`src/rtl/data_mem_burst_master.sv`:
```
// Execute-side load/store burst engine: 1-4 word bursts on data memory port 1.
// Define LSU_BOUNDS_CHECK_EN to reject bursts that would run past the top address.
module data_mem_burst_master #(
  parameter int ADDR_W = 9,
  parameter int DATA_W = 32
) (
  input  logic              clock,
  input  logic              reset,
  input  logic              req_valid,
  output logic              req_ready,
  input  logic              req_write,
  input  logic [ADDR_W-1:0] req_addr,
  input  logic [1:0]        req_len,
  input  logic              wdata_valid,
  output logic              wdata_ready,
  input  logic [DATA_W-1:0] wdata,
  output logic              rsp_valid,
  input  logic              rsp_ready,
  output logic [DATA_W-1:0] rsp_data,
  output logic              rsp_last,
  output logic              rsp_err,
  output logic [ADDR_W-1:0] data_rd1,
  input  logic [DATA_W-1:0] data_rd1_out,
  output logic [ADDR_W-1:0] data_wr1,
  output logic [DATA_W-1:0] data_wr1_data,
  output logic              data_wr1_enable
);

  typedef enum logic [1:0] {
    IDLE,
    READ,
    WRITE,
    RESP
  } state_t;

  state_t            state, state_n;
  logic [ADDR_W-1:0] addr, addr_n;
  logic [2:0]        rem, rem_n;
  logic              rv_n, rl_n, re_n;
  logic [DATA_W-1:0] rd_n;
  logic              err_q;
  logic              oob;

`ifdef LSU_BOUNDS_CHECK_EN
  logic [ADDR_W:0] end_addr;
  assign end_addr = {1'b0, req_addr}
                  + {{(ADDR_W-1){1'b0}}, req_len};
  assign oob = end_addr[ADDR_W];
  assign rsp_err = err_q;
`else
  assign oob = 1'b0;
  assign rsp_err = 1'b0;
`endif

  assign req_ready = (state == IDLE);
  assign wdata_ready = (state == WRITE);
  assign data_rd1 = addr;
  assign data_wr1 = (state == WRITE) ? addr : '0;
  assign data_wr1_data = (state == WRITE) ? wdata : '0;
  assign data_wr1_enable = (state == WRITE) && wdata_valid;

  always_comb begin
    state_n = state;
    addr_n = addr;
    rem_n = rem;
    rv_n = rsp_valid;
    rd_n = rsp_data;
    rl_n = rsp_last;
    re_n = err_q;
    unique case (state)
      IDLE: begin
        if (req_valid) begin
          addr_n = req_addr;
          rem_n = {1'b0, req_len} + 3'd1;
          re_n = 1'b0;
          state_n = req_write ? WRITE : READ;
          if (oob) begin
            state_n = RESP;
            rv_n = 1'b1;
            rl_n = 1'b1;
            rd_n = '0;
            re_n = 1'b1;
          end
        end
      end
      READ: begin
        if (!rsp_valid || rsp_ready) begin
          rv_n = 1'b1;
          rd_n = data_rd1_out;
          rl_n = (rem == 3'd1);
          addr_n = addr + ADDR_W'(1);
          rem_n = rem - 3'd1;
          if (rem == 3'd1) state_n = RESP;
        end
      end
      WRITE: begin
        if (wdata_valid) begin
          addr_n = addr + ADDR_W'(1);
          rem_n = rem - 3'd1;
          if (rem == 3'd1) begin
            rv_n = 1'b1;
            rl_n = 1'b1;
            rd_n = '0;
            state_n = RESP;
          end
        end
      end
      RESP: begin
        if (rsp_ready) begin
          rv_n = 1'b0;
          rl_n = 1'b0;
          re_n = 1'b0;
          state_n = IDLE;
        end
      end
      default: state_n = IDLE;
    endcase
  end

  always_ff @(posedge clock or negedge reset) begin
    if (!reset) begin
      state <= IDLE;
      addr <= '0;
      rem <= '0;
      rsp_valid <= 1'b0;
      rsp_data <= '0;
      rsp_last <= 1'b0;
      err_q <= 1'b0;
    end else begin
      state <= state_n;
      addr <= addr_n;
      rem <= rem_n;
      rsp_valid <= rv_n;
      rsp_data <= rd_n;
      rsp_last <= rl_n;
      err_q <= re_n;
    end
  end

endmodule

```
`config.mk`:
```
export PLATFORM = sky130hd
export DESIGN_NAME = data_mem_burst_master
export DESIGN_NICKNAME = d
export VERILOG_FILES = /design/src/rtl/data_mem_burst_master.sv
export SDC_FILE = /design/constraint.sdc
export NUM_CORES = 1
export LEC_CHECK = 0
export ABC_AREA = 1
export CAP_MARGIN = 20
export CELL_PAD_IN_SITES_DETAIL_PLACEMENT = 0
export CELL_PAD_IN_SITES_GLOBAL_PLACEMENT = 1
export CORE_MARGIN = 1
export CORE_UTILIZATION = 23
export DETAILED_ROUTE_END_ITERATION = 7
export HOLD_SLACK_MARGIN = 0.05
export PLACE_DENSITY_LB_ADDON = 0.1
export SETUP_SLACK_MARGIN = 0.02
export SKIP_CTS_REPAIR_TIMING = 1
export SYNTH_ARGS = -nofsm -noshare
export SYNTH_HDL_FRONTEND = slang
export SYNTH_SLANG_ARGS = --single-unit
```
`constraint.sdc`:
```
create_clock -name clock -period 1.6 [get_ports clock]
set_input_delay 0.4 -clock clock [delete_from_list [all_inputs] [get_ports clock]]
set_output_delay 0.4 -clock clock [all_outputs]
set_load 0.02 [all_outputs]
```
### Word-level counts from Yosys, hierarchy flattened

Cells that the tools add are included.

* register bits after elaboration: 48
* bits of input ports: 81
* output and inout bits: 88
* logic and storage cells: 57

* add/sub/neg operators: 3
* equal/unequal tests: 9
* mux-type cells: 28
* bitwise gates (word level): 1
* reduce and logical (&&, ||, !) cells: 10

Operator list (number)
* 32-bit two-way mux: 4
* 32-bit one-hot mux with 2 select lines: 1
* 9-bit two-way mux: 4
* 9-bit one-hot mux with 3 select lines: 1
* 2-bit two-way mux: 6
* 4-bit AND reduction: 3
* 9-bit by 1-bit adder with 9-bit output, second input constant: 1
* 3-bit two-way mux: 3
* 3-bit one-hot mux with 3 select lines: 1
* 2-bit != test, second input constant: 4
* 2-bit one-hot mux with 4 select lines: 1
* 1-bit one-hot mux with 3 select lines: 2
* 1-bit two-way mux: 5
* 5-bit AND reduction: 1
* 2-bit equality test, second input constant: 2
* 2-bit by 1-bit adder with 3-bit output, second input constant: 1
* 3-bit by 1-bit equality test with 1-bit output, second input constant: 1
* 3-bit nonzero test: 1
* 3-bit by 1-bit subtractor with 3-bit output, second input constant: 1
* 2-bit by 1-bit equality test with 1-bit output, second input constant: 1
* 2-bit logical NOT: 1
* 2-bit by 1-bit != test with 1-bit output, second input constant: 1
* 2-bit nonzero test: 1
* 1-bit logical AND: 1
* other kinds (3): 3

### Depth between registers and ports, before layout

* depth after elaboration: 4
* depth in mapped cells: 9

### Least setup slack after synthesis

OpenSTA, ideal clock, no wires.

* kind: flip-flop to output port
* start point: register state[0]
* end point: output port data_wr1[0]
* arrival: 1.296 ns
* setup slack: -0.096 ns
* stages on the path, launching flop included: 7
* buffers on the path: 2
* cell sequence: dfrtp_1 inv_1 ha_1 buf_2 clkbuf_1 nand2_1 inv_1

* word-level cells in the longest chain between the ends: 2

RTL lines
* start, declared: line 36 `state_t state, state_n;`
* start signal, assigned: line 130 `state <= state_n;`
* 2-bit equality test: line 58 `assign data_wr1 = (state == WRITE) ? addr : '0;`
* 9-bit two-way mux: line 58
* end, declared: line 24 `output logic [ADDR_W-1:0] data_wr1,`

No other way between the ends.

### Worst setup path in the final report

* start point: register state[0]
* end point: output port data_wr1_data[7]

* word-level cells in the longest chain between the ends: 2

RTL lines
* 2-bit equality test: line 59 `assign data_wr1_data = (state == WRITE) ? wdata : '0;`
* 32-bit two-way mux: line 59
* end, declared: line 25 `output logic [DATA_W-1:0] data_wr1_data,`

No other way between the ends.

==> reports/metrics.yaml <==
status: "complete, but fails checks"
failed_checks: "negative setup slack"
fillers: 1219
finalHoldViolCount: 0
synth_top_family_by_area: "simple AND/OR/NAND/NOR gates"
setup_violations: 64
p_leak_uw: 0.00328
die_area_um2: 13000
grt_use_met3: 0.0434
postSynthCellCount: 407
cp_max_fo: 5
p_total_uw: 12000
gr-usage-met2: 0.255
rsz0062_at_grt: "yes"
grt_pass1_wl_um: 14900
wl_per_cell_um: 13.2
routed_wl_um: 10200
met1_usage: 0.174
synth-xor-area-share: 0
clock.fmax_ghz: 0.554
ys_types: 28
synth_simple_gate_area_frac: 0.327
drive_above_1_share: 0.290
whs_ps: 91.9
crit_chain: "inv_2, ha_4, buf_6, nand2_1, inv_2, clkbuf_2"
ir_drop_uv: 887
clock-root-buffer: "clkbuf_16"
fin_util: 0.459
synth_seq_cells: 48
startpoint_type: "flip-flop"
finalNonFillerCells: 771
first_global_vias: 3057
num_rows: 40
io-pin-count: 169
synthTopCellsByArea: "dfrtp_1 (42%), nand2_1 (18%), nand3_1 (8.3%), inv_1 (8.2%), o21ai_0 (5.9%)"
tritoncts: "done"
synthAdderAreaFrac: 0.0433
vias: 3220
synth_area_leader_cell: "dfrtp_1"
clk_latency_ps: 290
final_area_um2: 5560
grt_overflow_total: 0
top_usage_layer: "met2"
final_common_cell: "nand2_1"
dp.cells: 757
cp-startpoint: "state[0]$_DFFE_PN0P_"
place_congestion: 0.779
multi_input_area_um2: 1460
seqCellArea_um2: 1200
synth.area.mux_share: 0.00346
firstDrtPassIters: 4
crit_arrival_ps: 1410
cts.sinks: 48
grt_use_total: 0.145
crit_path_end_kind: "primary output"
maxCapViolCount: 0
hp-class: "input port to asynchronous set/reset pin"
grt_max_degree: 44
finClkSkew_ps: 5.22
synth_compound_area_frac: 0.0804
syn_area_um2: 2890
core-area_um2: 12100
final_cell_mix: "nand2_1 (124), clkdlybuf4s50_1 (79), dfrtp_1 (48), nand3_1 (45), inv_2 (44)"
drc_errors: 0
finalCritPeriodShare: 1.13
antenna_found_initial: 0
cts-buffers-inserted: 5
crit_top_cell: "inv_2"
cp.required_ps: 1200
dp_hpwl_um: 7210
drtIter0Drc: 106
placed_area_um2: 4970
viasPerCell: 4.18
critical_path_class: "flip-flop to primary output"
drv_slew: 0
port_buffers: 167
cts_buffer_depth: 2
start_util: 0.239
clkTransAtPathRegs_ps: 70
fin_crit_ps: 1810
dieHeight_um: 114
yosys_warnings: 0
layout.nets: 693
syn_avg_cell_area_um2: 7.11
ant_nets: 0
syn_nets: 498
synthToLayoutAreaGrowth_pct: 92.0
cpPeakStageDelay_ps: 400
synth.top_cell.area_share: 0.415
layout_setup_ws_ps: -206
htreeDepth: 2
timing.rr.start: "state[1]$_DFFE_PN0P_"
ys_seq_area_frac: 0.415
antenna_cells: 0
die_x_um: 114
cpMaxStageDelayCell: "dfrtp_1"
power.density_nw_per_um2: 2160
-- sequential cells by signal, indices dropped and copies added, names as in the netlist --
name / flops
state: 2
data_rd1: 9
rem: 3
rsp_last: 1
rsp_data: 32
rsp_valid: 1
-- cell families after synthesis --
logic type | Yosys count
AOI/OAI and AO/OA | 46
buffers and inverters | 86
other | 1
DFF | 48
adders and majority gates | 10
muxes | 1
and+or+nand+nor | 215
-- power by group --
part	internal [uW]	leakage, uW	switching, uW
Sequential	1830	0.000599	354
Clock	902	0.0000944	490
Combinational	3810	0.00259	4590
-- stage by stage --
stage / worst slack (ps) / setup TNS [ps]
after CTS: -752 / -38150
after detailed placement: -438 / -25520
after global routing: -284 / -14910
after global placement: -446 / -24100
final: -206 / -7720
after floorplan: -3.14 / -3.14
-- layer usage --
layer / routed length (um) / vias up / part of all wire
met5: 0 / - / 0
met1: 4350 / 1442 / 0.43
met3: 828 / 8 / 0.081
met4: 86 / 0 / 0.0085
met2: 4920 / 125 / 0.48
li1: - / 1645 / -
-- synthesized netlist by cell type, drive strengths merged --
cell type  instances
clkbuf            10
conb               1
nor3               4
ha                10
buf               11
inv               65
o21ai             44
nand2            142
or2                5
dfrtp             48
a21oi              1
nand3             49
nand4              2
o211ai             1
mux2i              1
nor2              13
-- critical path, delay by kind of cell (launching register included) --
kind	cells	cell delay, ps
fa+ha+maj	1	210
flops	1	400
simple gates	1	70
buf+inv	4	430
-- area by class of cell --
class / instances / area share
Tap cell: 168 / 0.0378
Inverter: 65 / 0.0444
Timing Repair Buffer: 209 / 0.405
Multi-Input combinational cell: 273 / 0.262
Clock buffer: 5 / 0.0225
Clock inverter: 3 / 0.0124
Sequential cell: 48 / 0.216
-- worst paths after layout --
path,depth (start not counted),slack (ps),to
min in group clock,2,490,rsp_data[5]$_DFFE_PN0P_
max,6,-210,data_wr1_data[7]
max reg2reg,11,-80,data_rd1[5]$_DFFE_PN0P_
min,2,90,rsp_data[14]$_DFFE_PN0P_
min reg2reg,2,490,rsp_data[5]$_DFFE_PN0P_
max in group asynchronous,2,1220,rem[2]$_DFFE_PN0P_
Note: power is estimated with default switching activity, not from simulation.
